--- src/rtl/sata_link_speed_pkg.sv ---
// Shared types and helpers for the SATA link speed negotiation controller.
package sata_link_speed_pkg;

  typedef enum logic [2:0] {
    S_IDLE  = 3'd0,
    S_REQ   = 3'd1,
    S_RWAIT = 3'd2,
    S_XWAIT = 3'd3,
    S_LWAIT = 3'd4,
    S_UP    = 3'd5,
    S_FAIL  = 3'd6
  } neg_state_t;

  localparam logic [1:0] SATA_GEN1 = 2'd1;
  localparam logic [1:0] SATA_GEN2 = 2'd2;
  localparam logic [1:0] SATA_GEN3 = 2'd3;

  // A requested generation of 0 is meaningless; treat it as Gen1.
  function automatic logic [1:0] clamp_gen(input logic [1:0] g);
    return (g == 2'd0) ? SATA_GEN1 : g;
  endfunction

endpackage

--- src/rtl/sata_link_speed_ctrl_if.sv ---
// Reconfiguration handshake between the speed controller and the transceiver wrapper.
interface sata_link_speed_ctrl_if;
  logic       recfg_request;
  logic [1:0] recfg_sata_gen;
  logic       recfg_ready;

  modport master (output recfg_request, output recfg_sata_gen, input recfg_ready);
  modport slave  (input recfg_request, input recfg_sata_gen, output recfg_ready);
endinterface

--- src/rtl/sata_sync2.sv ---
// Two-flop synchronizer for single-bit level signals from the transceiver clock domain.
module sata_sync2 (
  input  logic clk,
  input  logic reset,
  input  logic i_d,
  output logic o_q
);

  logic r_meta;
  logic r_q;

  // Two-stage capture; the first stage may go metastable, the second settles it.
  always_ff @(posedge clk or negedge reset) begin
    if (!reset) begin
      r_meta <= 1'b0;
      r_q    <= 1'b0;
    end else begin
      r_meta <= i_d;
      r_q    <= r_meta;
    end
  end

  assign o_q = r_q;

endmodule

--- src/rtl/sata_link_speed_ctrl.sv ---
// SATA speed negotiation: try the highest allowed generation, step down on timeout.
//
// state | meaning
// IDLE  | nothing configured, waiting for start
// REQ   | reconfiguration request held until the wrapper accepts it
// RWAIT | wrapper reconfiguring; first cycle ignores recfg_ready
// XWAIT | waiting for synchronized rx/tx ready, bounded by XCVR_TIMEOUT
// LWAIT | link layer allowed to run, waiting for link_ok, bounded by LINK_TIMEOUT
// UP    | link established and held
// FAIL  | Gen1 also failed; only start leaves
module sata_link_speed_ctrl
  import sata_link_speed_pkg::*;
#(
  parameter int XCVR_TIMEOUT = 1_000_000,
  parameter int LINK_TIMEOUT = 2_000_000
) (
  input  logic                          clk,
  input  logic                          reset,
  input  logic                          start,
  input  logic [1:0]                    max_gen,
  sata_link_speed_ctrl_if.master        recfg,
  input  logic                          rx_ready,
  input  logic                          tx_ready,
  output logic                          link_try,
  input  logic                          link_ok,
  output logic [1:0]                    cur_gen,
  output logic                          link_up,
  output logic                          neg_fail
);

  localparam int TMAX = (XCVR_TIMEOUT > LINK_TIMEOUT) ? XCVR_TIMEOUT : LINK_TIMEOUT;
  localparam int TW   = $clog2(TMAX);

  neg_state_t    r_state;
  neg_state_t    w_next_state;
  logic [1:0]    r_gen;
  logic [1:0]    w_next_gen;
  logic [1:0]    r_max_gen;
  logic          r_start_pend;
  logic [TW-1:0] r_timer;
  logic          w_rx_s;
  logic          w_tx_s;
  logic          w_step;
  logic          w_timer_clr;
  logic          w_recfg_request;
  logic [1:0]    w_recfg_gen;

  sata_sync2 u_sync_rx (.clk(clk), .reset(reset), .i_d(rx_ready), .o_q(w_rx_s));
  sata_sync2 u_sync_tx (.clk(clk), .reset(reset), .i_d(tx_ready), .o_q(w_tx_s));

  // The RWAIT guard cycle relies on the timer still being 0, so a start deferred
  // inside RWAIT must not clear it.
  assign w_timer_clr = (w_next_state != r_state) || (start && (r_state != S_RWAIT));

  // State, generation, stored max_gen, deferred-start flag and timer.
  always_ff @(posedge clk or negedge reset) begin
    if (!reset) begin
      r_state      <= S_IDLE;
      r_gen        <= 2'd0;
      r_max_gen    <= 2'd0;
      r_start_pend <= 1'b0;
      r_timer      <= '0;
    end else begin
      r_state <= w_next_state;
      r_gen   <= w_next_gen;
      if (start) r_max_gen <= max_gen;
      if ((r_state == S_RWAIT) && (w_next_state != S_RWAIT)) r_start_pend <= 1'b0;
      else if (start && (r_state == S_RWAIT))                r_start_pend <= 1'b1;
      if (w_timer_clr)              r_timer <= '0;
      else if (r_timer != '1)       r_timer <= r_timer + 1'b1;
    end
  end

  // Next state and generation.
  always_comb begin
    w_next_state = r_state;
    w_next_gen   = r_gen;
    w_step       = 1'b0;
    if (start && (r_state != S_RWAIT)) begin
      w_next_state = S_REQ;
      w_next_gen   = clamp_gen(max_gen);
    end else begin
      case (r_state)
        S_IDLE: ;
        S_REQ: if (recfg.recfg_ready) w_next_state = S_RWAIT;
        S_RWAIT: begin
          if ((r_timer != '0) && recfg.recfg_ready) begin
            if (r_start_pend || start) begin
              w_next_state = S_REQ;
              w_next_gen   = start ? clamp_gen(max_gen) : clamp_gen(r_max_gen);
            end else begin
              w_next_state = S_XWAIT;
            end
          end
        end
        S_XWAIT: begin
          if (w_rx_s && w_tx_s)                          w_next_state = S_LWAIT;
          else if (r_timer == TW'(XCVR_TIMEOUT - 1))     w_step = 1'b1;
        end
        S_LWAIT: begin
          if (link_ok)                                   w_next_state = S_UP;
          else if (r_timer == TW'(LINK_TIMEOUT - 1))     w_step = 1'b1;
        end
        S_UP: begin
          if (!link_ok || !w_rx_s) begin
            w_next_state = S_REQ;
            w_next_gen   = clamp_gen(r_max_gen);
          end
        end
        S_FAIL: ;
        default: w_next_state = S_IDLE;
      endcase
      if (w_step) begin
        if (r_gen > SATA_GEN1) begin
          w_next_state = S_REQ;
          w_next_gen   = r_gen - SATA_GEN1;
        end else begin
          w_next_state = S_FAIL;
          w_next_gen   = SATA_GEN1;
        end
      end
    end
  end

  // Moore outputs decoded from the registered state.
  always_comb begin
    w_recfg_request = 1'b0;
    w_recfg_gen     = 2'd0;
    link_try        = 1'b0;
    cur_gen         = 2'd0;
    link_up         = 1'b0;
    neg_fail        = 1'b0;
    case (r_state)
      S_REQ: begin
        w_recfg_request = 1'b1;
        w_recfg_gen     = r_gen;
        cur_gen         = r_gen;
      end
      S_RWAIT, S_XWAIT: cur_gen = r_gen;
      S_LWAIT: begin
        cur_gen  = r_gen;
        link_try = 1'b1;
      end
      S_UP: begin
        cur_gen  = r_gen;
        link_try = 1'b1;
        link_up  = 1'b1;
      end
      S_FAIL: begin
        cur_gen  = SATA_GEN1;
        neg_fail = 1'b1;
      end
      default: ;
    endcase
  end

  assign recfg.recfg_request  = w_recfg_request;
  assign recfg.recfg_sata_gen = w_recfg_gen;

endmodule

--- src/flat_wrapper.sv ---
// flat-port wrapper written by rule: the top's interface ports become plain ports
module sata_link_speed_ctrl_flat import sata_link_speed_pkg::*;
#(
  parameter int XCVR_TIMEOUT = 1_000_000,
  parameter int LINK_TIMEOUT = 2_000_000
)
  (clk, reset, start, max_gen, rx_ready, tx_ready, link_try, link_ok, cur_gen, link_up, neg_fail, recfg_recfg_request, recfg_recfg_sata_gen, recfg_recfg_ready);
  sata_link_speed_ctrl_if recfg_i ();
  input  logic clk;
  input  logic reset;
  input  logic start;
  input  logic [1:0] max_gen;
  input  logic rx_ready;
  input  logic tx_ready;
  output logic link_try;
  input  logic link_ok;
  output logic [1:0] cur_gen;
  output logic link_up;
  output logic neg_fail;
  output wire logic [$bits(recfg_i.recfg_request)-1:0] recfg_recfg_request;
  output wire logic [$bits(recfg_i.recfg_sata_gen)-1:0] recfg_recfg_sata_gen;
  input wire logic [$bits(recfg_i.recfg_ready)-1:0] recfg_recfg_ready;
  assign recfg_recfg_request = recfg_i.recfg_request;
  assign recfg_recfg_sata_gen = recfg_i.recfg_sata_gen;
  assign recfg_i.recfg_ready = recfg_recfg_ready;
  sata_link_speed_ctrl #(.XCVR_TIMEOUT(XCVR_TIMEOUT), .LINK_TIMEOUT(LINK_TIMEOUT)) u_core (.clk(clk), .reset(reset), .start(start), .max_gen(max_gen), .recfg(recfg_i), .rx_ready(rx_ready), .tx_ready(tx_ready), .link_try(link_try), .link_ok(link_ok), .cur_gen(cur_gen), .link_up(link_up), .neg_fail(neg_fail));
endmodule
--- config.mk ---
export PLATFORM = sky130hd
export DESIGN_NAME = sata_link_speed_ctrl_flat
export DESIGN_NICKNAME = d
export VERILOG_FILES = /design/src/rtl/sata_link_speed_pkg.sv /design/src/rtl/sata_link_speed_ctrl_if.sv /design/src/rtl/sata_sync2.sv /design/src/rtl/sata_link_speed_ctrl.sv /design/src/flat_wrapper.sv
export SDC_FILE = /design/constraint.sdc
export NUM_CORES = 1
export LEC_CHECK = 0
export CAP_MARGIN = 5
export CORE_UTILIZATION = 32
export CTS_CLUSTER_SIZE = 16
export DETAILED_ROUTE_END_ITERATION = 16
export GPL_ROUTABILITY_DRIVEN = 0
export GPL_TIMING_DRIVEN = 0
export HOLD_SLACK_MARGIN = 0.12
export SLEW_MARGIN = 10
export SYNTH_ARGS = -nofsm -noshare
export SYNTH_HDL_FRONTEND = slang
export SYNTH_SLANG_ARGS = --single-unit
--- constraint.sdc ---
create_clock -name clk -period 6.3 [get_ports clk]
set_input_delay 0.945 -clock clk [delete_from_list [all_inputs] [get_ports clk]]
set_output_delay 0.945 -clock clk [all_outputs]
set_load 0.01 [all_outputs]
==> impl_metrics.toml, run 1 <==
[sta]
rsz0062_at_grt = "false"
clock.fmax_ghz = 0.3195
fin_crit_ns = 3.130
setup_tns_ns = 0
holdWs_ns = 0.3460
setup_viol = 0
finalMaxSlewViolations = 0
maxSlewHeadroom_pct = 50.57
skew_ns = 0.007291
hold_viol_final = 0
worst_pin_slew_ns = 0.7414
setup_ws_ns = 3.170
layout_worst_path_cycle_share_pct = 49.68

[pwr]
leakage_nw = 0.8996
power.share.switching_pct = 35.63
p_comb_share_pct = 38.2
power.internal_uw = 437.5
clockPowerShare_pct = 23.8
power_uw = 679.7
worst_ir_drop_vdd_mv = 0.1199
powerDensity_nw_per_um2 = 290.5
switchingPower_uw = 242.2
seq_power_share_pct = 38.0

[detailed_routing]
vias = 1722
drcViolationCount = 0
via_per_inst = 5.381
drt-initial-drc-count = 148
drt_pass1_iterations = 4
wl_per_cell_um = 14.50
ant_nets = 0
drt-total-wl_um = 4641

[grt]
grt_overflow = 0
grt_max_degree = 34
track_usage_pct = 15.70
grt_pass1_vias = 1588
grt_pass1_wl_um = 7790
antenna_found_initial = 0

[synthesis]
yosysTopAreaCellShare_pct = 40.99
synth_area_per_cell_sq_um = 9.033
ys_async_sr_fraction_pct = 100.0
synth_area_sq_um = 2014
synthTopCellsByArea = "dfrtp_1 (41%), nor2_1 (6.7%), xor2_1 (4.8%), xnor2_1 (3.5%), nand4_1 (3.4%)"
post-synth-top-count-cell = "nor2_1"
synthFlopType = "dfrtp_1"
yosysWarningCount = 0
syn_nets = 234
synth_cell_type_count = 46
synth_edf_count = 0
seq_area_frac_synth_pct = 40.99
synthCells = 223
synth-seq-cells = 33
yosys-top-cells-count = "nor2_1 (36), dfrtp_1 (33), nand2_1 (17)"
synth_area_leader_cell = "dfrtp_1"

[setup_path]
crit_path_max_fanout = 10
cp_data_arrival_time_ns = 2.18
crit_type = "reg -> out"
cp.required_ns = 5.35
worstSetupEndpointType = "output pin"
cp-start-kind = "register"

[clock_tree]
cts_resized = 0
cts_buffer_depth = 2
cts_setup_buffers = 0
cts-buffers-inserted = 5
ctsHtreeMaxLevel = 2
worstSkewPairLatency_ns = 0.28
worst_setup_hold_path_clk_slew_ns = 0.07
cts.sink_count = 33
tritoncts = "yes"
postCtsHoldBufs = 0
cts-root-buf = "clkbuf_8"

[placement]
placed_cell_area_sq_um = 2253
preCtsSetupSlack_ns = 2.987
hpwl_um = 3359
portBuffers = 15

[status]
status = "complete, no violations"

[finish]
antenna_cells = 0
fin_area_sq_um = 2340
fill_cells = 607
drive_gt1_share_pct = 8.571
area_growth_pct = 16.15
fin_nets = 256

[floorplan]
fp.dieH_um = 81.34
io_pins = 17
core_area_sq_um = 5991
fp-row-count = 28
die_w_um = 81.34
initial_utilization_pct = 33.63
die_area_sq_um = 6616

[run]
cap_violations = 0

[min_path]
hp-class = "reg -> reg"
## per-layer routing
layer,track usage (%),up-vias,part of all wire [%]
met5,0,-,0
met4,7.143,0,1.6
met3,3.258,7,3.7
met2,22.92,38,47
met1,22.01,823,48
li1,-,854,-
## critical path: stages (launching register included)
cell and delay, ns:
dfrtp_1 0.48, clkbuf_1 0.37, or2_2 0.20, a21oi_1 0.06
a311oi_1 0.22, clkdlybuf4s50_1 0.58
## per-stage QoR
step | util (%) | std cells
2_1_floorplan | - | 223
3_3_place_gp | 37.70 | 313
3_5_place_dp | 37.61 | 313
4_1_cts | 39.06 | 320
5_1_grt | 39.06 | 320
6_report | 39.06 | 320
## layout by cell type (no fill, tap or decap), types with 5 or more instances in the layout
cell,Yosys,layout
nand4_1,11,11
clkdlybuf4s50_1,0,14
inv_1,5,5
nand2_1,17,17
nand3_1,5,5
clkbuf_1,6,7
dfrtp_1,33,33
clkbuf_8,0,6
a21oi_1,8,8
nor4_1,5,5
xor2_1,11,11
nor2_1,36,36
xnor2_1,8,8
and2_1,5,5
nor3_1,7,7
o21ai_0,5,5
## layout make-up
cell class / count / area (sq um) / area share, %
plain buffers: 9 / 43.79 / 1.872
clock buffers: 7 / 86.33 / 3.690
inverters: 5 / 18.77 / 0.8021
multi-input cells: 176 / 1126 / 48.13
flip-flops and latches: 33 / 825.8 / 35.29
well taps: 75 / 93.84 / 4.011
repair buffers: 15 / 145.1 / 6.203
## final timing paths
check	start	to	slack (ns)	cells after the start
worst max register to register	u_core.r_timer[7]$_DFFE_PN0P_	u_core.r_timer[16]$_DFFE_PN0P_	3.29	9
worst min register to register	u_core.u_sync_rx.r_meta$_DFF_PN0_	u_core.u_sync_rx.o_q$_DFF_PN0_	0.35	0
max in group asynchronous	reset	u_core.r_timer[19]$_DFFE_PN0P_	5.10	1
worst min-delay path	u_core.u_sync_rx.r_meta$_DFF_PN0_	u_core.u_sync_rx.o_q$_DFF_PN0_	0.35	0
worst max-delay path	u_core.r_state[1]$_DFF_PN0_	cur_gen[0]	3.17	5
min in group asynchronous	reset	u_core.r_timer[0]$_DFFE_PN0P_	0.73	1
## registers in the layout (all words and copies together), names as in the netlist
| signal | flops |
|---|---|
| u_core.u_sync_rx.r_meta | 1 |
| u_core.r_start_pend | 1 |
| u_core.u_sync_tx.o_q | 1 |
| u_core.u_sync_rx.o_q | 1 |
| u_core.r_timer | 21 |
| u_core.r_state | 3 |
| u_core.r_max_gen | 2 |
| u_core.r_gen | 2 |
| u_core.u_sync_tx.r_meta | 1 |
## kinds of logic (layout without fill, tap and decap cells)
family,Yosys count,after routing,synth area share (%)
AO/OA/AOI/OAI,31,31,10.81
XOR/XNOR,19,19,8.261
adder cells (fa/ha/maj),2,2,1.242
buffers and inverters,14,36,3.106
flip-flops,33,33,40.99
multiplexers,4,4,2.112
AND/OR/NAND/NOR,120,120,33.48
## power by group through the flow
stage,Combinational [mW],Clock (mW),Sequential (mW)
6_report,0.260,0.161,0.258
5_1_grt,0.292,0.176,0.263
4_1_cts,0.261,0.166,0.258
3_5_place_dp,0.261,0,0.262
3_3_place_gp,0.261,0,0.261
2_1_floorplan,0.171,0,0.253
No activity file was read; power rests on OpenSTA's default activity.
==> run 2, diff against run 1 <==
- clock period: 6.3 -> 3.19 ns (I/O delays scaled with it)
==> run 2 against run 1 <==
Total power grew 98%. Cell count is the same. Critical endpoint is now u_core.r_timer[16]$_DFFE_PN0P_. Register-to-register slack lost 3.0 ns. Hold slack lost 0.084 ns. Routed wire length grew 0.24%.
==> impl_metrics.toml, run 2 (synthesized netlist as in run 1, its figures left out) <==
[status]
status = "complete, no violations"

[setup_path]
crit_chain = "clkbuf_1, or4_1, nor4_2, a31oi_1, a2bb2oi_1, xnor2_1, nand4_1, buf_2, nor3_2"
cp_data_arrival_time_ns = 3.06
rr_startpoint = "u_core.r_timer[7]$_DFFE_PN0P_"
crit_buf_inv = 2
worstRegToRegCells = 9
r2r_slack_ns = 0.32
reg2reg_to = "u_core.r_timer[16]$_DFFE_PN0P_"
cp_slowest_cell = "or4_1"
crit_type = "reg -> reg"
cp-start-kind = "register"
crit_family = "simple AND/OR/NAND/NOR gates"
slowest_delay_ns = 0.52
cp.required_ns = 3.39
worstSetupEndpointType = "register"
crit_path_max_fanout = 10

[pwr]
power.internal_uw = 865.0
leakage_nw = 0.9010
seq_power_share_pct = 37.9
powerDensity_nw_per_um2 = 572.7
power.share.switching_pct = 35.62
clockPowerShare_pct = 23.7
switchingPower_uw = 478.5
power_mw = 1.344
p_comb_share_pct = 38.4
worst_ir_drop_vdd_mv = 0.2367

[finish]
layout_commonest_cell = "nor2_1"
drive_gt1_share_pct = 8.980
layout_common_cells = "nor2_1 (36), dfrtp_1 (33), nand2_1 (17)"
final_cells = 320
antenna_cells = 0
fin_nets = 256
fin_util_pct = 39.16
top_register = "u_core.r_timer"
largest_reg_flops = 21
fin_area_sq_um = 2346
area_growth_pct = 16.46
reg_top3 = "u_core.r_timer: 21 flops, u_core.r_state: 3 flops"

[placement]
dp_cells = 313
portBuffers = 15
placed_cell_area_sq_um = 2253
hpwl_um = 3359

[floorplan]
die_w_um = 81.34
fp-row-count = 28
core_area_sq_um = 5991
initial_utilization_pct = 33.63
fp.dieH_um = 81.34
io_pins = 17
die_area_sq_um = 6616

[sta]
worst_pin_slew_ns = 0.7471
setup_tns_ns = 0
maxSlewHeadroom_pct = 50.19
skew_ns = 0.007392
layout_worst_path_cycle_share_pct = 89.83
clock.fmax_ghz = 0.3490
hold_viol_final = 0
fin_crit_ns = 2.865
finalMaxSlewViolations = 0
rsz0062_at_grt = "false"
setup_viol = 0

[detailed_routing]
ant_nets = 0
drcViolationCount = 0
drt-total-wl_um = 4652
drt_pass1_iterations = 4
wl_per_cell_um = 14.54
via_per_inst = 5.481
drt-initial-drc-count = 149
vias = 1754

[clock_tree]
cts_buffer_depth = 2
cts_setup_buffers = 0
ctsHtreeMaxLevel = 2
worst_setup_hold_path_clk_slew_ns = 0.06
cts-root-buf = "clkbuf_8"
cts_resized = 0
postCtsHoldBufs = 0
tritoncts = "yes"
cts.sink_count = 33
cts-buffers-inserted = 5
worstSkewPairLatency_ns = 0.28

[min_path]
hp-class = "in -> async"

[run]
cap_violations = 0

[grt]
grt_overflow = 0
antenna_found_initial = 0
grt_pass1_wl_um = 7790
grt_pass1_vias = 1588
grt_max_degree = 34
track_usage_pct = 15.70
==> run 2: routing by layer <==
layer | part of all wire [%] | global-route usage, %
met4 | 2.6 | 7.143
met1 | 48 | 22.01
met5 | 0 | 0
met3 | 3.8 | 3.258
met2 | 46 | 22.92
==> run 2: worst reg2reg max path, stage by stage, from the launching register on <==
cell and delay, ns:
dfrtp_1 0.36, clkbuf_1 0.20, or4_1 0.53, nor4_2 0.46, a31oi_1 0.19, a2bb2oi_1 0.25, xnor2_1 0.15, nand4_1 0.20
buf_2 0.26, nor3_2 0.20
==> run 2: worst max path at each step <==
stage	cells after the start	slack [ns]	startpoint	to
2_1_floorplan	9	0.75	u_core.r_timer[6]$_DFFE_PN0P_	u_core.r_timer[16]$_DFFE_PN0P_
3_3_place_gp	9	0.28	u_core.r_timer[7]$_DFFE_PN0P_	u_core.r_timer[16]$_DFFE_PN0P_
3_5_place_dp	9	0.24	u_core.r_timer[7]$_DFFE_PN0P_	u_core.r_timer[16]$_DFFE_PN0P_
4_1_cts	9	0.21	u_core.r_timer[7]$_DFFE_PN0P_	u_core.r_timer[16]$_DFFE_PN0P_
5_1_grt	9	0.16	u_core.r_timer[7]$_DFFE_PN0P_	u_core.r_timer[16]$_DFFE_PN0P_
6_report	9	0.32	u_core.r_timer[7]$_DFFE_PN0P_	u_core.r_timer[16]$_DFFE_PN0P_
==> run 2: cell type report <==
cell class | instances | area, sq um
Timing Repair Buffer | 15 | 145.1
Sequential cell | 33 | 825.8
Buffer | 9 | 43.79
Fill cell | 605 | 3645
Tap cell | 75 | 93.84
Multi-Input combinational cell | 176 | 1132
Clock buffer | 7 | 86.33
Inverter | 5 | 18.77
==> run 2: power by group through the flow <==
stage	registers, mW	clock network, mW	logic, mW
final	0.510	0.318	0.516
after global routing	0.519	0.348	0.578
after CTS	0.509	0.328	0.515
after detailed placement	0.517	0	0.515
after global placement	0.516	0	0.515
after floorplan	0.501	0	0.338
==> run 2: through the flow <==
stage	setup slack [ns]	hold slack, ns
2_1_floorplan	0.7507	0.1829
3_3_place_gp	0.2753	0.3317
3_5_place_dp	0.2444	0.3355
4_1_cts	0.2149	0.2849
5_1_grt	0.1559	0.3184
6_report	0.3245	0.2621
==> run 3, diff against run 2 <==
- HOLD_SLACK_MARGIN: 0.12 -> 0.03
- PLACE_DENSITY: not set -> 0.55
==> run 3 against run 2 <==
Flip-flop and latch count stayed put. Design area decreased by 0.16%. Sequential power barely moved. Count of clock-buffer cells in the layout is 1 lower. Non-clock buffer count unchanged. Register-to-register slack is essentially flat. Critical path type unchanged. Critical endpoint unchanged. Largest power group unchanged.
==> impl_metrics.toml, run 3 (synthesized netlist as in run 1, its figures left out) <==
[detailed_routing]
drt-initial-drc-count = 107
ant_nets = 0
drt_pass1_iterations = 4
drt-total-wl_um = 4803
drcViolationCount = 0
vias = 1707
via_per_inst = 5.318
wl_per_cell_um = 14.96

[clock_tree]
ctsHtreeMaxLevel = 2
worst_setup_hold_path_clk_slew_ns = 0.08
cts_buffer_depth = 2
worstSkewPairLatency_ns = 0.29
tritoncts = "yes"
postCtsHoldBufs = 0
cts-root-buf = "clkbuf_8"
cts.sink_count = 33
cts-buffers-inserted = 5

[floorplan]
fp-row-count = 28
core_area_sq_um = 5991
die_area_sq_um = 6616
fp.dieH_um = 81.34
io_pins = 17
die_w_um = 81.34
initial_utilization_pct = 33.63

[setup_path]
crit_family = "simple AND/OR/NAND/NOR gates"
cp.required_ns = 3.40
worstSetupEndpointType = "register"
slowest_delay_ns = 0.52
cp_slowest_cell = "or4_1"
cp_data_arrival_time_ns = 3.06
crit_path_max_fanout = 10
crit_buf_inv = 2
crit_type = "reg -> reg"
cp-start-kind = "register"
crit_chain = "clkbuf_1, or4_1, nor4_2, a31oi_1, a2bb2oi_1, xnor2_1, nand4_1, buf_2, nor3_2"

[finish]
fill_cells = 606
area_growth_pct = 16.27
layout_common_cells = "nor2_1 (36), dfrtp_1 (33), nand2_1 (17)"
fin_nets = 256
seq_area_sq_um = 825.8
top_register = "u_core.r_timer"
reg_top3 = "u_core.r_timer: 21 flops, u_core.r_state: 3 flops"
layout_commonest_cell = "nor2_1"
largest_reg_flops = 21
fin_util_pct = 39.10
drive_gt1_share_pct = 9.350
antenna_cells = 0
multi_input_area_sq_um = 1132

[pwr]
powerDensity_nw_per_um2 = 575.4
leakage_nw = 0.9017
worst_ir_drop_vdd_mv = 0.2182

[grt]
grt_pass1_vias = 1571
grt_pass1_wl_um = 7948
antenna_found_initial = 0
grt_max_degree = 34
grt_overflow = 0
track_usage_pct = 16.06

[min_path]
hp-class = "in -> async"

[status]
status = "complete, no violations"

[sta]
clock.fmax_ghz = 0.3503
holdWs_ns = 0.2580
rsz0062_at_grt = "false"
setup_viol = 0
worst_pin_slew_ns = 0.8365
setup_tns_ns = 0
hold_viol_final = 0
skew_ns = 0.01073
layout_worst_path_cycle_share_pct = 89.50
fin_crit_ns = 2.855
maxSlewHeadroom_pct = 43.72
finalMaxSlewViolations = 0

[run]
cap_violations = 0

[placement]
portBuffers = 15
hpwl_um = 3488
## run 3: power by group
part	leakage (nW)	switching (mW)	total [mW]	internal, mW
Combinational	0.422	0.292	0.525	0.233
Clock	0.0450	0.161	0.313	0.151
Sequential	0.434	0.0500	0.510	0.460
Total	0.902	0.503	1.35	0.845
## run 3: stage by stage
step                      area, sq um  power, mW  std cells  setup slack [ns]
after global routing             2342      1.435        321            0.1186
after floorplan                  2014     0.8388        223            0.7507
after global placement           2258      1.039        313            0.2024
after detailed placement         2253      1.045        313            0.2099
after CTS                        2336      1.361        321            0.1933
final                            2342      1.348        321            0.3350
## run 3: final cells by class
type,count,area share (%)
sequential,33,35.26
tap,75,4.006
timing repair buffer,15,6.197
clock inverter,2,0.4273
multi-input combinational,176,48.34
clock buffer,6,3.098
buffer,9,1.870
inverter,5,0.8013
## run 3: final timing paths
| check | from | endpoint | slack [ns] | cells past startpoint |
|---|---|---|---|---|
| max | u_core.r_timer[7]$_DFFE_PN0P_ | u_core.r_timer[16]$_DFFE_PN0P_ | 0.34 | 9 |
| min | reset | u_core.r_state[2]$_DFF_PN0_ | 0.26 | 1 |
| max reg2reg | u_core.r_timer[7]$_DFFE_PN0P_ | u_core.r_timer[16]$_DFFE_PN0P_ | 0.34 | 9 |
| min reg2reg | u_core.u_sync_tx.r_meta$_DFF_PN0_ | u_core.u_sync_tx.o_q$_DFF_PN0_ | 0.35 | 0 |
| max in group asynchronous | reset | u_core.u_sync_rx.r_meta$_DFF_PN0_ | 2.45 | 1 |
| min in group clk | u_core.u_sync_tx.r_meta$_DFF_PN0_ | u_core.u_sync_tx.o_q$_DFF_PN0_ | 0.35 | 0 |
## run 3: repair_timing
action / in CTS / in global routing
gates resized for setup: 0 / 1
endpoints found under the setup margin: 0 / 2
buffers inserted: 0 / 0
## run 3: per-layer routing
metal | GRT usage, % | wire [um] | up-vias | share of wire (%)
met5 | 0 | 0 | - | 0
met4 | 7.679 | 80 | 0 | 1.7
met3 | 2.022 | 99 | 7 | 2.1
li1 | - | - | 854 | -
met1 | 23.78 | 2503 | 825 | 52
met2 | 22.75 | 2119 | 21 | 44
